### src/rtl/sdcard_pkg.sv
// Shared definitions for the SD card SPI-mode command sequencer.
package sdcard_pkg;

  typedef enum logic [2:0] {
    IDLE = 3'd0,
    CALC = 3'd1,
    SEND = 3'd2,
    HUNT = 3'd3,
    RESP = 3'd4,
    TAIL = 3'd5
  } state_t;

  localparam int         HUNT_MAX_DEF = 8;
  // x^7 + x^3 + 1 with the x^7 term implicit
  localparam logic [6:0] CRC7_POLY    = 7'h09;

endpackage

### src/rtl/sdcard_crc7.sv
// Serial CRC7 generator, one message bit per enabled clock, MSB first.
module sdcard_crc7
  import sdcard_pkg::*;
(
  input  logic       clk,
  input  logic       rst_n,
  input  logic       clr,
  input  logic       en,
  input  logic       din,
  output logic [6:0] crc
);

  logic fb;
  assign fb = din ^ crc[6];

  always_ff @(posedge clk or negedge rst_n) begin
    if (!rst_n)   crc <= '0;
    else if (clr) crc <= '0;
    else if (en)  crc <= {crc[5:0], 1'b0} ^ (fb ? CRC7_POLY : 7'h00);
  end

endmodule

### src/rtl/sdcard_cmd.sv
// SD card SPI command sequencer: frames a command with CRC7, drives a byte
// engine through send / response hunt / extended response / trailing byte.
module sdcard_cmd
  import sdcard_pkg::*;
#(
  parameter int HUNT_MAX = HUNT_MAX_DEF
) (
  input  logic        clk,
  input  logic        rst_n,
  input  logic        cmd_start,
  input  logic [5:0]  cmd_index,
  input  logic [31:0] cmd_arg,
  input  logic        cmd_long,
  output logic        busy,
  output logic        done,
  output logic        timeout,
  output logic [7:0]  resp_r1,
  output logic [31:0] resp_ext,
  output logic        cs_n,
  output logic [7:0]  spi_data_in,
  output logic [4:0]  spi_bits,
  output logic        spi_start,
  input  logic        spi_finished,
  input  logic [7:0]  spi_data_out
);

  localparam int CW = ($clog2(HUNT_MAX + 1) > 6) ? $clog2(HUNT_MAX + 1) : 6;

  state_t        state;
  logic [5:0]    idx_q;
  logic [31:0]   arg_q;
  logic          long_q;
  logic [39:0]   frame;
  logic [CW-1:0] cnt;
  logic          pending;
  logic [6:0]    crc;
  logic [7:0]    send_byte;
  logic [7:0]    xfer_byte;

  assign busy = (state != IDLE);

  sdcard_crc7 u_crc7 (
    .clk   (clk),
    .rst_n (rst_n),
    .clr   (state == IDLE && cmd_start),
    .en    (state == CALC),
    .din   (frame[39]),
    .crc   (crc)
  );

  always_comb begin
    send_byte = 8'hFF;
    case (cnt[2:0])
      3'd0:    send_byte = {2'b01, idx_q};
      3'd1:    send_byte = arg_q[31:24];
      3'd2:    send_byte = arg_q[23:16];
      3'd3:    send_byte = arg_q[15:8];
      3'd4:    send_byte = arg_q[7:0];
      3'd5:    send_byte = {crc, 1'b1};
      default: send_byte = 8'hFF;
    endcase
  end

  assign xfer_byte = (state == SEND) ? send_byte : 8'hFF;

  always_ff @(posedge clk or negedge rst_n) begin
    if (!rst_n) begin
      state       <= IDLE;
      cs_n        <= 1'b1;
      done        <= 1'b0;
      timeout     <= 1'b0;
      spi_start   <= 1'b0;
      spi_data_in <= 8'hFF;
      spi_bits    <= 5'd0;
      resp_r1     <= 8'hFF;
      resp_ext    <= 32'h0;
      cnt         <= '0;
      pending     <= 1'b0;
      idx_q       <= 6'd0;
      arg_q       <= 32'h0;
      long_q      <= 1'b0;
      frame       <= 40'h0;
    end else begin
      spi_start <= 1'b0;
      done      <= 1'b0;
      case (state)
        IDLE: if (cmd_start) begin
          idx_q    <= cmd_index;
          arg_q    <= cmd_arg;
          long_q   <= cmd_long;
          frame    <= {2'b01, cmd_index, cmd_arg};
          timeout  <= 1'b0;
          resp_r1  <= 8'hFF;
          resp_ext <= 32'h0;
          cnt      <= '0;
          cs_n     <= 1'b0;
          state    <= CALC;
        end
        CALC: begin
          frame <= {frame[38:0], 1'b0};
          if (cnt == CW'(39)) begin
            cnt   <= '0;
            state <= SEND;
          end else cnt <= cnt + 1'b1;
        end
        default: begin
          // Every remaining state is a sequence of engine transfers; a new
          // one is launched only once the previous finish has been consumed.
          if (!pending) begin
            spi_start   <= 1'b1;
            pending     <= 1'b1;
            spi_data_in <= xfer_byte;
            spi_bits    <= (state == HUNT) ? 5'd15 : 5'd7;
          end else if (spi_finished) begin
            pending <= 1'b0;
            case (state)
              SEND: begin
                if (cnt == CW'(5)) begin
                  cnt   <= '0;
                  state <= HUNT;
                end else cnt <= cnt + 1'b1;
              end
              HUNT: begin
                if (!spi_data_out[7]) begin
                  resp_r1 <= spi_data_out;
                  cnt     <= '0;
                  state   <= long_q ? RESP : TAIL;
                end else if (cnt == CW'(HUNT_MAX - 1)) begin
                  timeout <= 1'b1;
                  resp_r1 <= 8'hFF;
                  cnt     <= '0;
                  state   <= TAIL;
                end else cnt <= cnt + 1'b1;
              end
              RESP: begin
                resp_ext <= {resp_ext[23:0], spi_data_out};
                if (cnt == CW'(3)) begin
                  cnt   <= '0;
                  state <= TAIL;
                end else cnt <= cnt + 1'b1;
              end
              TAIL: begin
                cs_n  <= 1'b1;
                done  <= 1'b1;
                state <= IDLE;
              end
              default: state <= IDLE;
            endcase
          end
        end
      endcase
    end
  end

endmodule

### config.mk
export PLATFORM = sky130hd
export DESIGN_NAME = sdcard_cmd
export DESIGN_NICKNAME = d
export VERILOG_FILES = /design/src/rtl/sdcard_pkg.sv /design/src/rtl/sdcard_crc7.sv /design/src/rtl/sdcard_cmd.sv
export SDC_FILE = /design/constraint.sdc
export NUM_CORES = 1
export LEC_CHECK = 0
export ABC_AREA = 1
export BUFFER_PORTS_ARGS = -buffer_cell sky130_fd_sc_hd__buf_4
export CORE_UTILIZATION = 45
export CTS_BUF_LIST = sky130_fd_sc_hd__clkbuf_4
export DETAILED_ROUTE_END_ITERATION = 10
export GPL_ROUTABILITY_DRIVEN = 0
export GPL_TIMING_DRIVEN = 0
export PLACE_DENSITY = 0.7
export SLEW_MARGIN = 5
export SYNTH_ARGS = -nofsm -noshare
export SYNTH_HDL_FRONTEND = slang
export SYNTH_SLANG_ARGS = --single-unit
### constraint.sdc
create_clock -name clk -period 4.04 [get_ports clk]
set_input_delay 0.404 -clock clk [delete_from_list [all_inputs] [get_ports clk]]
set_output_delay 0.404 -clock clk [all_outputs]
set_load 0.01 [all_outputs]
* Word-level counts from Yosys, hierarchy flattened
Cells that the tools add are included.
W data, S select, Z words.
** Storage, ports and cells
- Register bits :: 153
- Input port bits :: 51
- Word-level logic and storage cells :: 128
** Operators by class
- Add/sub/neg operators :: 1
- Eq/ne operators :: 20
- Multiplexer cells :: 60
- Bitwise gates (word level) :: 5
- Reductions and logical operators :: 26
** Operators by type and width (count)
- $mux W32 :: 4
- $pmux W40 S2 :: 1
- $pmux W32 S2 :: 1
- $mux W8 :: 7
- $mux W6 :: 8
- $pmux W8 S6 :: 1
- $mux W40 :: 1
- $mux W3 :: 8
- $mux W1 :: 18
- $pmux W6 S3 :: 1
- $reduce_bool A2 Y1 :: 9
- $pmux W8 S2 :: 1
- $mux W7 :: 2
- $reduce_and A7 Y1 :: 2
- $eq A3 B2 Y1 const B :: 4
- $eq A3 B3 Y1 const B :: 4
- $eq A6 B3 Y1 const B :: 2
- $pmux W6 S2 :: 1
- $reduce_and A5 Y1 :: 2
- $pmux W3 S3 :: 1
- $reduce_bool A3 Y1 :: 3
- $mux W4 :: 2
- $xor A7 B7 Y7 :: 1
- $add A6 B1 Y6 const B :: 1
- other kinds (19) :: 27

* Logic depth before layout (Yosys ltp)
Gate-level depths: netlist (run 1).
- Depth in word-level cells :: 7
- Gate-level depth with buffers :: 11
- Mapped depth without buffers :: 11

* Modules after synthesis
A second synthesis (run 1) with hierarchy kept.
** Second synthesis, totals
- Cells, all modules :: 771
- Area, all modules :: 6688.9 um^2
** Modules (own cells, without submodules)
- sdcard_cmd :: times used 1, cells an instance 735, area each 6376.1 um^2
- sdcard_crc7 :: times used 1, cells an instance 36, area each 312.8 um^2

* Worst setup path after synthesis (run 1)
No wires, ideal clock.
- Path type :: reg2reg
- Start point :: register cnt[1]
- End point :: register state[0]
- Setup time :: 0.123 ns
- Data arrival time :: 1.452 ns
- Slack :: 2.464 ns
- Cell stages (with the launch flop) :: 12
- Path through :: dfrtp_1 > inv_1 > ha_1 > nand2_1 > inv_1 > nand3_1 > nand2_1 > nand2_1 > nor2_1 > nand2_1 > nand2_1 > o21ai_1
** Between the ends
- Cells in the longest elaborated chain, start to end :: 3
** Ends and longest elaborated chain
- start, declared :: line sdcard_cmd.sv:34 : logic [CW-1:0] cnt;
- start signal, assigned :: line sdcard_cmd.sv:104 : end else cnt <= cnt + 1'b1;
- start signal, assigned :: line sdcard_cmd.sv:121 : end else cnt <= cnt + 1'b1;
- start signal, assigned :: line sdcard_cmd.sv:133 : end else cnt <= cnt + 1'b1;
- $eq A6 B3 Y1, or another cell as far along :: line sdcard_cmd.sv:128 : end else if (cnt == CW'(HUNT_MAX - 1)) begin
- $ne A5 B3 Y1 (no source line), or another cell as far along
- $reduce_and A7 Y1 (no source line) *
- end signal, assigned :: line sdcard_cmd.sv:127 : state <= long_q ? RESP : TAIL;
- end, declared :: line sdcard_cmd.sv:29 : state_t state;
Mark *: on every way between the ends. The rest lies on a longest branch, timed or not.
A chain may end at the register's enable or synchronous reset.

* Worst setup path after layout (run 1)
- Start point :: register cnt[1]
- End point :: register state[1]
The elaborated chain is that of the path after synthesis.

==> results of run 1 <==
report_power, final:
group | switching, uW | internal (uW)
Clock | 535 | 494
Combinational | 1500 | 814
Sequential | 291 | 2100
flip-flops by register name, summed over array words and instances (netlist names), 6 cells and up:
name / count
frame: 40
arg_q: 32
spi_data_in: 8
resp_r1: 8
cnt: 6
u_crc7.crc: 7
resp_ext: 32
idx_q: 6
synthesized netlist by cell type (2+ instances only):
cell type    n  area (um2)
nand2_1    231         867
buf_4        3        22.5
inv_2        5        18.8
dfrtp_1    133        3330
dfstp_2     17         447
o211ai_1     3        22.5
buf_2       16        80.1
nor2_1      35         131
nor2_4       3        33.8
buf_6        3        33.8
o21a_1       6        45.0
a31oi_1      2        12.5
inv_1       75         282
o22ai_1     32         200
nand4_1      3        18.8
a21oi_1      7        35.0
o21ai_1     12        60.1
clkbuf_1     6        22.5
o21ai_0     51         255
nand2_2      2        12.5
a2bb2oi_1    2        17.5
nand3_1     69         345
ha_1         5        62.6
layout make-up:
cell class / count / area [um2] / area share, %
sequential: 150 / 3770 / 47.6
multi-input combinational: 479 / 2280 / 28.8
timing repair buffer: 109 / 845 / 10.7
inverter: 82 / 313 / 3.95
tap: 180 / 225 / 2.84
clock inverter: 13 / 180 / 2.27
buffer: 29 / 163 / 2.05
clock buffer: 18 / 135 / 1.71
antenna: 1 / 2.50 / 0.0316
metrics by stage:
step / power (uW) / instances
3_5_place_dp: 4730 / 1028
6_report: 5730 / 1061
2_1_floorplan: 3920 / 740
5_1_grt: 6200 / 1061
3_3_place_gp: 4650 / 1027
4_1_cts: 5760 / 1060
worst max-delay path, cell delays in order, from the launching register on:
cell and delay (ns):
dfrtp_1 0.45, inv_1 0.10, ha_1 0.25, nand2_1 0.19, inv_1 0.19, nand3_1 0.12, nand2_1 0.07, nand2_1 0.05
nor2_1 0.17, nand2_1 0.13, nand2_1 0.08, nand2_1 0.06
final timing paths:
check / from / endpoint / slack [ns] / depth (start not counted)
setup reg to reg: cnt[1]$_DFFE_PN0P_ / state[1]$_DFFE_PN0P_ / 2.08 / 11
hold reg to reg: resp_r1[3]$_DFFE_PN1P_ / resp_r1[3]$_DFFE_PN1P_ / 0.48 / 2
hold / removal: cmd_long / long_q$_DFFE_PN0P_ / 0.07 / 3
max in group asynchronous: rst_n / resp_r1[1]$_DFFE_PN1P_ / 2.75 / 3
min in group asynchronous: rst_n / frame[28]$_DFFE_PN0P_ / 0.47 / 2
setup / recovery: cnt[1]$_DFFE_PN0P_ / state[1]$_DFFE_PN0P_ / 2.08 / 11
cells by family (layout without fill, tap and decap cells):
kind of cell	Yosys count	count (layout)	synth area share [%]
DFF	150	150	57.8
other	1	2	0.0574
xor gates and xnor gates	1	1	0.134
adders and majority gates	5	5	0.957
and+or+nand+nor	351	351	22.9
buffers and inverters	111	251	7.28
AOI/OAI and AO/OA	121	121	10.9
per-layer routing:
metal	vias to the layer above	part of all wire, %	GRT usage, %	wire length (um)
met3	34	6.6	5.30	1060
met1	2626	47	34.3	7620
met5	-	0	0	0
met2	179	44	34.2	7060
li1	2646	-	-	-
met4	0	2.1	8.46	333
==> reports/qor.yml, run 1 <==
syn_avg_cell_area_um2: 8.83
drive_gt1_share_pct: 22.5
cp.required_ns: 4.48
clockBufferDepth: 2
grt.total_usage_pct: 23.5
period_share_pct: 48.5
placedInstanceArea_um2: 7590
finClkSkew_ns: 0.0212
p_leak_uw: 0.00398
start_util_pct: 46.5
hpwlAfterDp_um: 11900
arrival_ns: 2.40
mostFrequentLayoutCells: "nand2_1, dfrtp_1, buf_4, inv_1, nand3_1"
slew_headroom_pct: 47.1
worst-path-max-fanout: 6
fp.dieH_um: 123
max_freq_mhz: 510
min_period_ns: 1.96
yosysWarnings: 0
io_buffers: 107
std_cell_rows: 43
post_cts_resized: 0
grt_max_degree: 86
hold_buffers: 1
dp_slack_ns: 2.11
synthFlopType: "dfrtp_1"
postCtsSetupBuffers: 0
grt_setup_unrepaired: "no"
finalSetupViolations: 0
critPathKind: "reg -> reg"
drt-pass1-iter-count: 7
synth-edff-count: 0
path_clk_slew_ns: 0.12
hp-class: "in -> reg"
htree_num_levels: 4
status: "completed"
fin_nets: 924
final-hold-violation-count: 0
core_region_area_um2: 14000
antenna_found_initial: 1
area_delta_synth_final_pct: 21.2
insertion_delay_ns: 0.55
drt-wirelength-per-cell_um: 15.1
io_pins: 109
ys_seq_elements: 150
yosysUniqueCellTypes: 42
die-area_um2: 15000
fillers: 1307
synth.cell_area_um2: 6540
setup_tns_ns: 0
async_flop_share_pct: 100
critPathCaptureType: "flip-flop"
synth_cells: 740
first_iter_violations: 412
numCtsBuffers: 17
fin_hold_ws_ns: 0.0676
mostFrequentLayoutCell: "nand2_1"
yosysSeqAreaShare_pct: 57.8
utilization_pct: 56.4
grt_pass1_wl_um: 26600
worst_pin_slew_ns: 0.794
setup_ws_ns: 2.08
grt_pass1_vias: 5304
crit_path_start_kind: "flip-flop"
die_width_um: 123
synth_nets: 796
cts_root_buffer: "clkbuf_4"
peakVddDrop_mv: 0.405
drv_cap: 0
clock-sinks: 150
viasPerCell: 5.17
ant_nets: 0
via_count: 5485
drc: 0
design_area_um2: 7920
grt_overflow_total: 0
cts_tree: "built"
finalWirelength_um: 16100
p_per_area_nw_per_um2: 724
finalMaxSlewViolations: 0
Power figures use the tool's default switching activity.
==> inputs of run 2 (changes only) <==
Settings changed: ABC_AREA 1 to 0.
Clock period 4.04 ns to 1.9 ns, I/O delays scaled along.
==> run 2 against run 1 <==
The run now ends with setup timing left. Critical path depth decreased by 5. Flip-flop and latch count did not move. Synthesized cell count shrank 9.2%. Setup slack lost 2.1 ns. Final area is 10% higher. Clock skew shrank 0.0043 ns. Critical path type unchanged. Critical endpoint is now resp_r1[6]$_DFFE_PN1P_. Largest cell class unchanged.
==> reports/qor.yml, run 2 <==
mostFrequentLayoutCells: "nand2_1, buf_4, dfrtp_1, dlygate4sd3_1, nand3_1"
holdPathEnd: "pending$_DFFE_PN0P_"
worst-path-max-fanout: 5
fin_nets: 933
combPwrFrac_pct: 45.1
drt-pass1-iter-count: 6
fp.dieH_um: 122
critPathKind: "reg -> reg"
worst_pin_slew_ns: 0.651
first_iter_violations: 542
async_flop_share_pct: 100
io_buffers: 107
cts_root_buffer: "clkbuf_4"
slowest_stage: "dfrtp_2"
p_int_uw: 7580
insertion_delay_ns: 0.55
critPathCaptureType: "flip-flop"
clockPowerShare_pct: 13.9
clock-sinks: 150
synth.most_common_cell: "nand2_1"
reg2reg_from: "cnt[4]$_DFFE_PN0P_"
drt-wirelength-per-cell_um: 16.5
yosysUniqueCellTypes: 47
numCtsBuffers: 17
min_period_ns: 1.91
synth_top_area_share_pct: 51.8
slew_headroom_pct: 56.6
multiInputGateArea_um2: 2610
htree_num_levels: 4
period_share_pct: 101
die_width_um: 122
p_leak_uw: 0.00432
synth.cell_area_um2: 6430
grt_pass1_vias: 5455
switching_share_pct: 41.0
via_count: 5683
holdCritStartpoint: "spi_finished"
area_delta_synth_final_pct: 36.1
core_region_area_um2: 13900
largest_reg_flops: 40
max_freq_mhz: 522
synth_area_leaders: "dfrtp_1, nand2_1, dfstp_2, a22o_1, nand3_1"
largest-register: "frame"
cts_tree: "built"
clockBufferDepth: 2
r2r-end: "resp_r1[6]$_DFFE_PN1P_"
path_clk_slew_ns: 0.13
arrival_ns: 2.40
die-area_um2: 14800
mostFrequentLayoutCell: "nand2_1"
reg2reg_depth: 6
yosysSeqAreaShare_pct: 58.7
grt_setup_unrepaired: "yes"
grt_pass1_wl_um: 27500
antenna_found_initial: 0
yosysWarnings: 0
max_stage_delay_ns: 0.44
synth_nets: 728
drive_gt1_share_pct: 28.9
drv_cap: 0
final-hold-violation-count: 0
timing.reg2reg.setup_slack_ns: -0.01
synth_cells: 672
hpwlAfterDp_um: 11700
syn_avg_cell_area_um2: 9.56
setup_tns_ns: -0.0211
peakVddDrop_mv: 0.737
fillers: 1138
yosys.area.top_type: "dfrtp_1"
cp.required_ns: 2.38
hp-class: "in -> reg"
seqPwrFrac_pct: 41.0
ant_nets: 0
synth-edff-count: 0
dp_slack_ns: -0.599
seq_area_um2: 3780
p_switching_uw: 5260
antenna_cells: 0
std_cell_rows: 43
synthFlopType: "dfrtp_1"
setup_ws_ns: -0.0140
fin_hold_ws_ns: 0.0928
viasPerCell: 5.31
biggestRegsByFlops: "frame x40, arg_q x32, resp_ext x32"
grt_overflow_total: 0
grt_max_degree: 80
crit_path_start_kind: "flip-flop"
finalWirelength_um: 17700
violations: "setup timing"
finClkSkew_ns: 0.0168
path_cells: "or3_4 > o21ai_4 > nand4_1 > a21oi_4 > buf_6 > mux2i_1"
status: "finished, violations left"
p_per_area_nw_per_um2: 1470
hold_depth: 3
drc: 0
grt.total_usage_pct: 24.3
finalMaxSlewViolations: 0
finalSetupViolations: 2
ys_seq_elements: 150
synth_commonest_cells: "nand2_1, dfrtp_1, nand3_1"
start_util_pct: 46.3
io_pins: 109
## run 2: cell types whose count changed after synthesis, sizes merged, moves of 6 or more
cell and delta:
mux2i +7, nor2 -11, a22oi +13, o22ai -29, buf -13, nand3 -30
clkbuf +27, o21ai -40, a222oi +6, a22o +32, o21a -6, inv -64
## run 2: final cells by class
| type | count | area share (%) |
|---|---|---|
| inverter | 17 | 0.758 |
| clock inverter | 14 | 1.27 |
| timing repair buffer | 190 | 18.2 |
| multi-input combinational | 462 | 29.8 |
| clock buffer | 18 | 1.54 |
| sequential | 150 | 43.2 |
| buffer | 39 | 2.59 |
| tap | 180 | 2.57 |
## run 2: worst max path at each step
stage	end	slack, ns	start	cells past startpoint
2_1_floorplan	resp_r1[7]$_DFFE_PN1P_	0.002	cnt[3]$_DFFE_PN0P_	5
3_3_place_gp	frame[28]$_DFFE_PN0P_	-0.56	state[1]$_DFFE_PN0P_	6
3_5_place_dp	spi_data_in[3]$_DFFE_PN1P_	-0.60	cnt[2]$_DFFE_PN0P_	8
4_1_cts	state[0]$_DFFE_PN0P_	0.008	cnt[0]$_DFFE_PN0P_	6
5_1_grt	resp_r1[0]$_DFFE_PN1P_	-0.05	cnt[4]$_DFFE_PN0P_	6
6_report	resp_r1[6]$_DFFE_PN1P_	-0.01	cnt[4]$_DFFE_PN0P_	6
## run 2: logic make-up (layout without fill, tap and decap cells)
kind of cell / count (synthesis) / after routing / share of synthesized area [%]
buf+inv: 60 / 278 / 3.82
flops: 150 / 150 / 58.7
other cells: 1 / 1 / 0.0584
mux: 12 / 12 / 1.97
xor+xnor: 2 / 2 / 0.273
fa+ha+maj: 5 / 5 / 0.974
simple gates: 332 / 332 / 21.7
compound gates: 110 / 110 / 12.5
## run 2: per-stage QoR
stage | instance area (um2) | util, % | total power [uW] | instances
floorplan | 6430 | - | 8190 | 672
global placement | 7460 | 53.7 | 9710 | 959
detailed placement | 7490 | 53.9 | 9900 | 960
CTS | 8490 | 61.2 | 12300 | 1058
global route | 8750 | 63.0 | 13700 | 1070
finish | 8750 | 63.0 | 12800 | 1070
## run 2: power by group through the flow
stage | logic (uW) | clock network, uW | registers (uW)
4_1_cts | 5240 | 1830 | 5220
6_report | 5790 | 1780 | 5270
3_5_place_dp | 4640 | 0 | 5270
2_1_floorplan | 3090 | 0 | 5100
5_1_grt | 6360 | 1980 | 5380
3_3_place_gp | 4500 | 0 | 5220
## run 2: routing by layer
layer	wire length (um)	track usage, %	vias to the layer above
li1	-	-	2694
met1	7640	32.8	2734
met2	8600	39.7	226
met3	1100	4.89	29
met4	367	7.25	0
met5	0	0	-
## run 2: what timing repair did
action,in CTS,in global routing
hold buffers,49,0
resized for setup,44,49
endpoints found under the hold margin,150,0
pin swaps,7,13
setup endpoints to repair,142,95
setup buffers,20,13
## run 2: critical path: cells and delay by family (launching register included)
family / cells / cell delay [ns]
buffers and inverters: 1 / 0.16
AOI/OAI and AO/OA: 2 / 0.46
muxes: 1 / 0.20
and+or+nand+nor: 2 / 0.59
DFF: 1 / 0.44
==> inputs of run 3 (changes only) <==
Settings changed: TNS_END_PERCENT set to 50.
==> run 3 against run 2 <==
Critical path type unchanged. Combinational power fell by 5.9%. Routed wire length decreased by 1.3%. Worst hold slack improved by 0.067 ns. Total power up 1.0%. The run still ends with setup timing left. Sequential power up 2%. Non-clock buffer count fell by 14. Final area fell by 0.83%.
==> reports/qor.yml, run 3 (synthesized netlist as in run 2, its figures left out) <==
status: "finished, violations left"
violations: "setup timing"
finalSetupViolations: 2
placedInstanceArea_um2: 7490
first_iter_violations: 481
cts_root_buffer: "clkbuf_4"
critPathCaptureType: "flip-flop"
path_cells: "nor4b_4 > nor2_1 > and2_1 > buf_2 > or3_1 > o22ai_1"
area_delta_synth_final_pct: 35.0
worst_pin_slew_ns: 0.602
std_cell_rows: 43
wl_met3_um: 1140
drv_cap: 0
max_stage_delay_ns: 0.53
io_buffers: 107
clockBufferDepth: 2
worst-path-max-fanout: 9
finalMaxSlewViolations: 0
peakVddDrop_mv: 0.943
crit_path_start_kind: "flip-flop"
antenna_found_initial: 0
critPathKind: "reg -> reg"
crit_family: "simple AND/OR/NAND/NOR gates"
hp-class: "in -> async"
grt_overflow_total: 0
crit_path_start: "state[1]$_DFFE_PN0P_"
cts_tree: "built"
setup_ws_ns: -0.0152
p_per_area_nw_per_um2: 1490
antenna_cells: 0
grt_setup_unrepaired: "yes"
cp_num_buf_inv: 1
final-hold-violation-count: 0
drt-pass1-iter-count: 7
wl_met2_um: 8180
min_period_ns: 1.92
utilization_pct: 62.5
grt_pass1_wl_um: 27100
io_pins: 109
cp-endpoint: "cnt[3]$_DFFE_PN0P_"
wl_met1_um: 7640
insertion_delay_ns: 0.58
via_count: 5757
p_leak_uw: 0.00427
mostFrequentLayoutCell: "nand2_1"
design_area_um2: 8680
reg2reg_depth: 6
path_depth: 6
die-area_um2: 14800
cp.required_ns: 2.39
fp.dieH_um: 122
drt-wirelength-per-cell_um: 16.5
timing.reg2reg.setup_slack_ns: -0.02
die_width_um: 122
largest-register: "frame"
slowest_stage: "dfrtp_2"
finalWirelength_um: 17500
reg2reg_from: "state[1]$_DFFE_PN0P_"
htree_num_levels: 4
r2r-end: "cnt[3]$_DFFE_PN0P_"
numCtsBuffers: 17
mostFrequentLayoutCells: "nand2_1, dfrtp_1, buf_4, dlygate4sd3_1, nand3_1"
ant_nets: 0
grt.total_usage_pct: 24.0
period_share_pct: 101
viasPerCell: 5.45
drive_gt1_share_pct: 27.5
path_clk_slew_ns: 0.13
hpwlAfterDp_um: 11800
largest_reg_flops: 40
drc: 0
core_region_area_um2: 13900
max_freq_mhz: 522
fin_nets: 919
arrival_ns: 2.40
slew_headroom_pct: 59.9
grt_max_degree: 88
clock-sinks: 150
top_layer: "met4"
biggestRegsByFlops: "frame x40, arg_q x32, resp_ext x32"
start_util_pct: 46.3
grt_pass1_vias: 5481
finClkSkew_ns: 0.0221
==> run 3: power by group <==
part	total [uW]	switching, uW	internal (uW)	leakage [uW]
Sequential	5350	894	4460	0.00188
Clock	2170	1230	940	0.000153
Combinational	5450	3150	2300	0.00223
Total	13000	5270	7690	0.00427
==> run 3: how the worst min path moves through the flow <==
| stage | from | to | slack (ns) |
|---|---|---|---|
| finish | rst_n | state[1]$_DFFE_PN0P_ | 0.16 |
| global route | rst_n | state[0]$_DFFE_PN0P_ | 0.20 |
| CTS | rst_n | cnt[3]$_DFFE_PN0P_ | 0.16 |
| detailed placement | rst_n | state[1]$_DFFE_PN0P_ | 0.22 |
| global placement | cmd_index[2] | idx_q[2]$_DFFE_PN0P_ | 0.40 |
| floorplan | rst_n | arg_q[0]$_DFFE_PN0P_ | -0.11 |
==> run 3: cell type report <==
type / instances / area [um2]
flip-flops and latches: 150 / 3780
multi-input cells: 462 / 2580
repair buffers: 177 / 1510
clock inverters: 14 / 174
inverters: 17 / 63.8
fillers: 1144 / 5200
well taps: 180 / 225
plain buffers: 38 / 209
clock buffers: 18 / 135
==> run 3: timing repair <==
action | CTS | global route
buffers inserted | 11 | 8
gates resized for setup | 37 | 47
pin swaps | 5 | 9
hold buffers | 50 | 0
endpoints found under the setup margin | 143 | 121
endpoints found under the hold margin | 157 | 0
==> run 3: metal layers <==
layer | global-route usage (%) | vias up
met3 | 4.75 | 45
met5 | 0 | -
li1 | - | 2666
met4 | 11.0 | 0
met1 | 31.3 | 2788
met2 | 38.6 | 258
==> run 3: worst register-to-register path, cell delays in order (launching register included) <==
cell and delay, ns:
dfrtp_2 0.53, nor4b_4 0.34, nor2_1 0.12, and2_1 0.14
buf_2 0.16, or3_1 0.35, o22ai_1 0.19
==> run 3: stage by stage <==
step	power [uW]	hold slack, ns	TNS [ns]	setup WS (ns)	cells
detailed placement	9920	0.219	-40.15	-0.686	960
finish	13000	0.160	-0.0287	-0.0152	1056
CTS	12600	0.165	-0.0289	-0.0145	1049
global route	13800	0.196	-1.10	-0.0913	1056
global placement	9710	0.404	-39.50	-0.556	959
floorplan	8190	-0.106	-0.0229	-0.0229	672
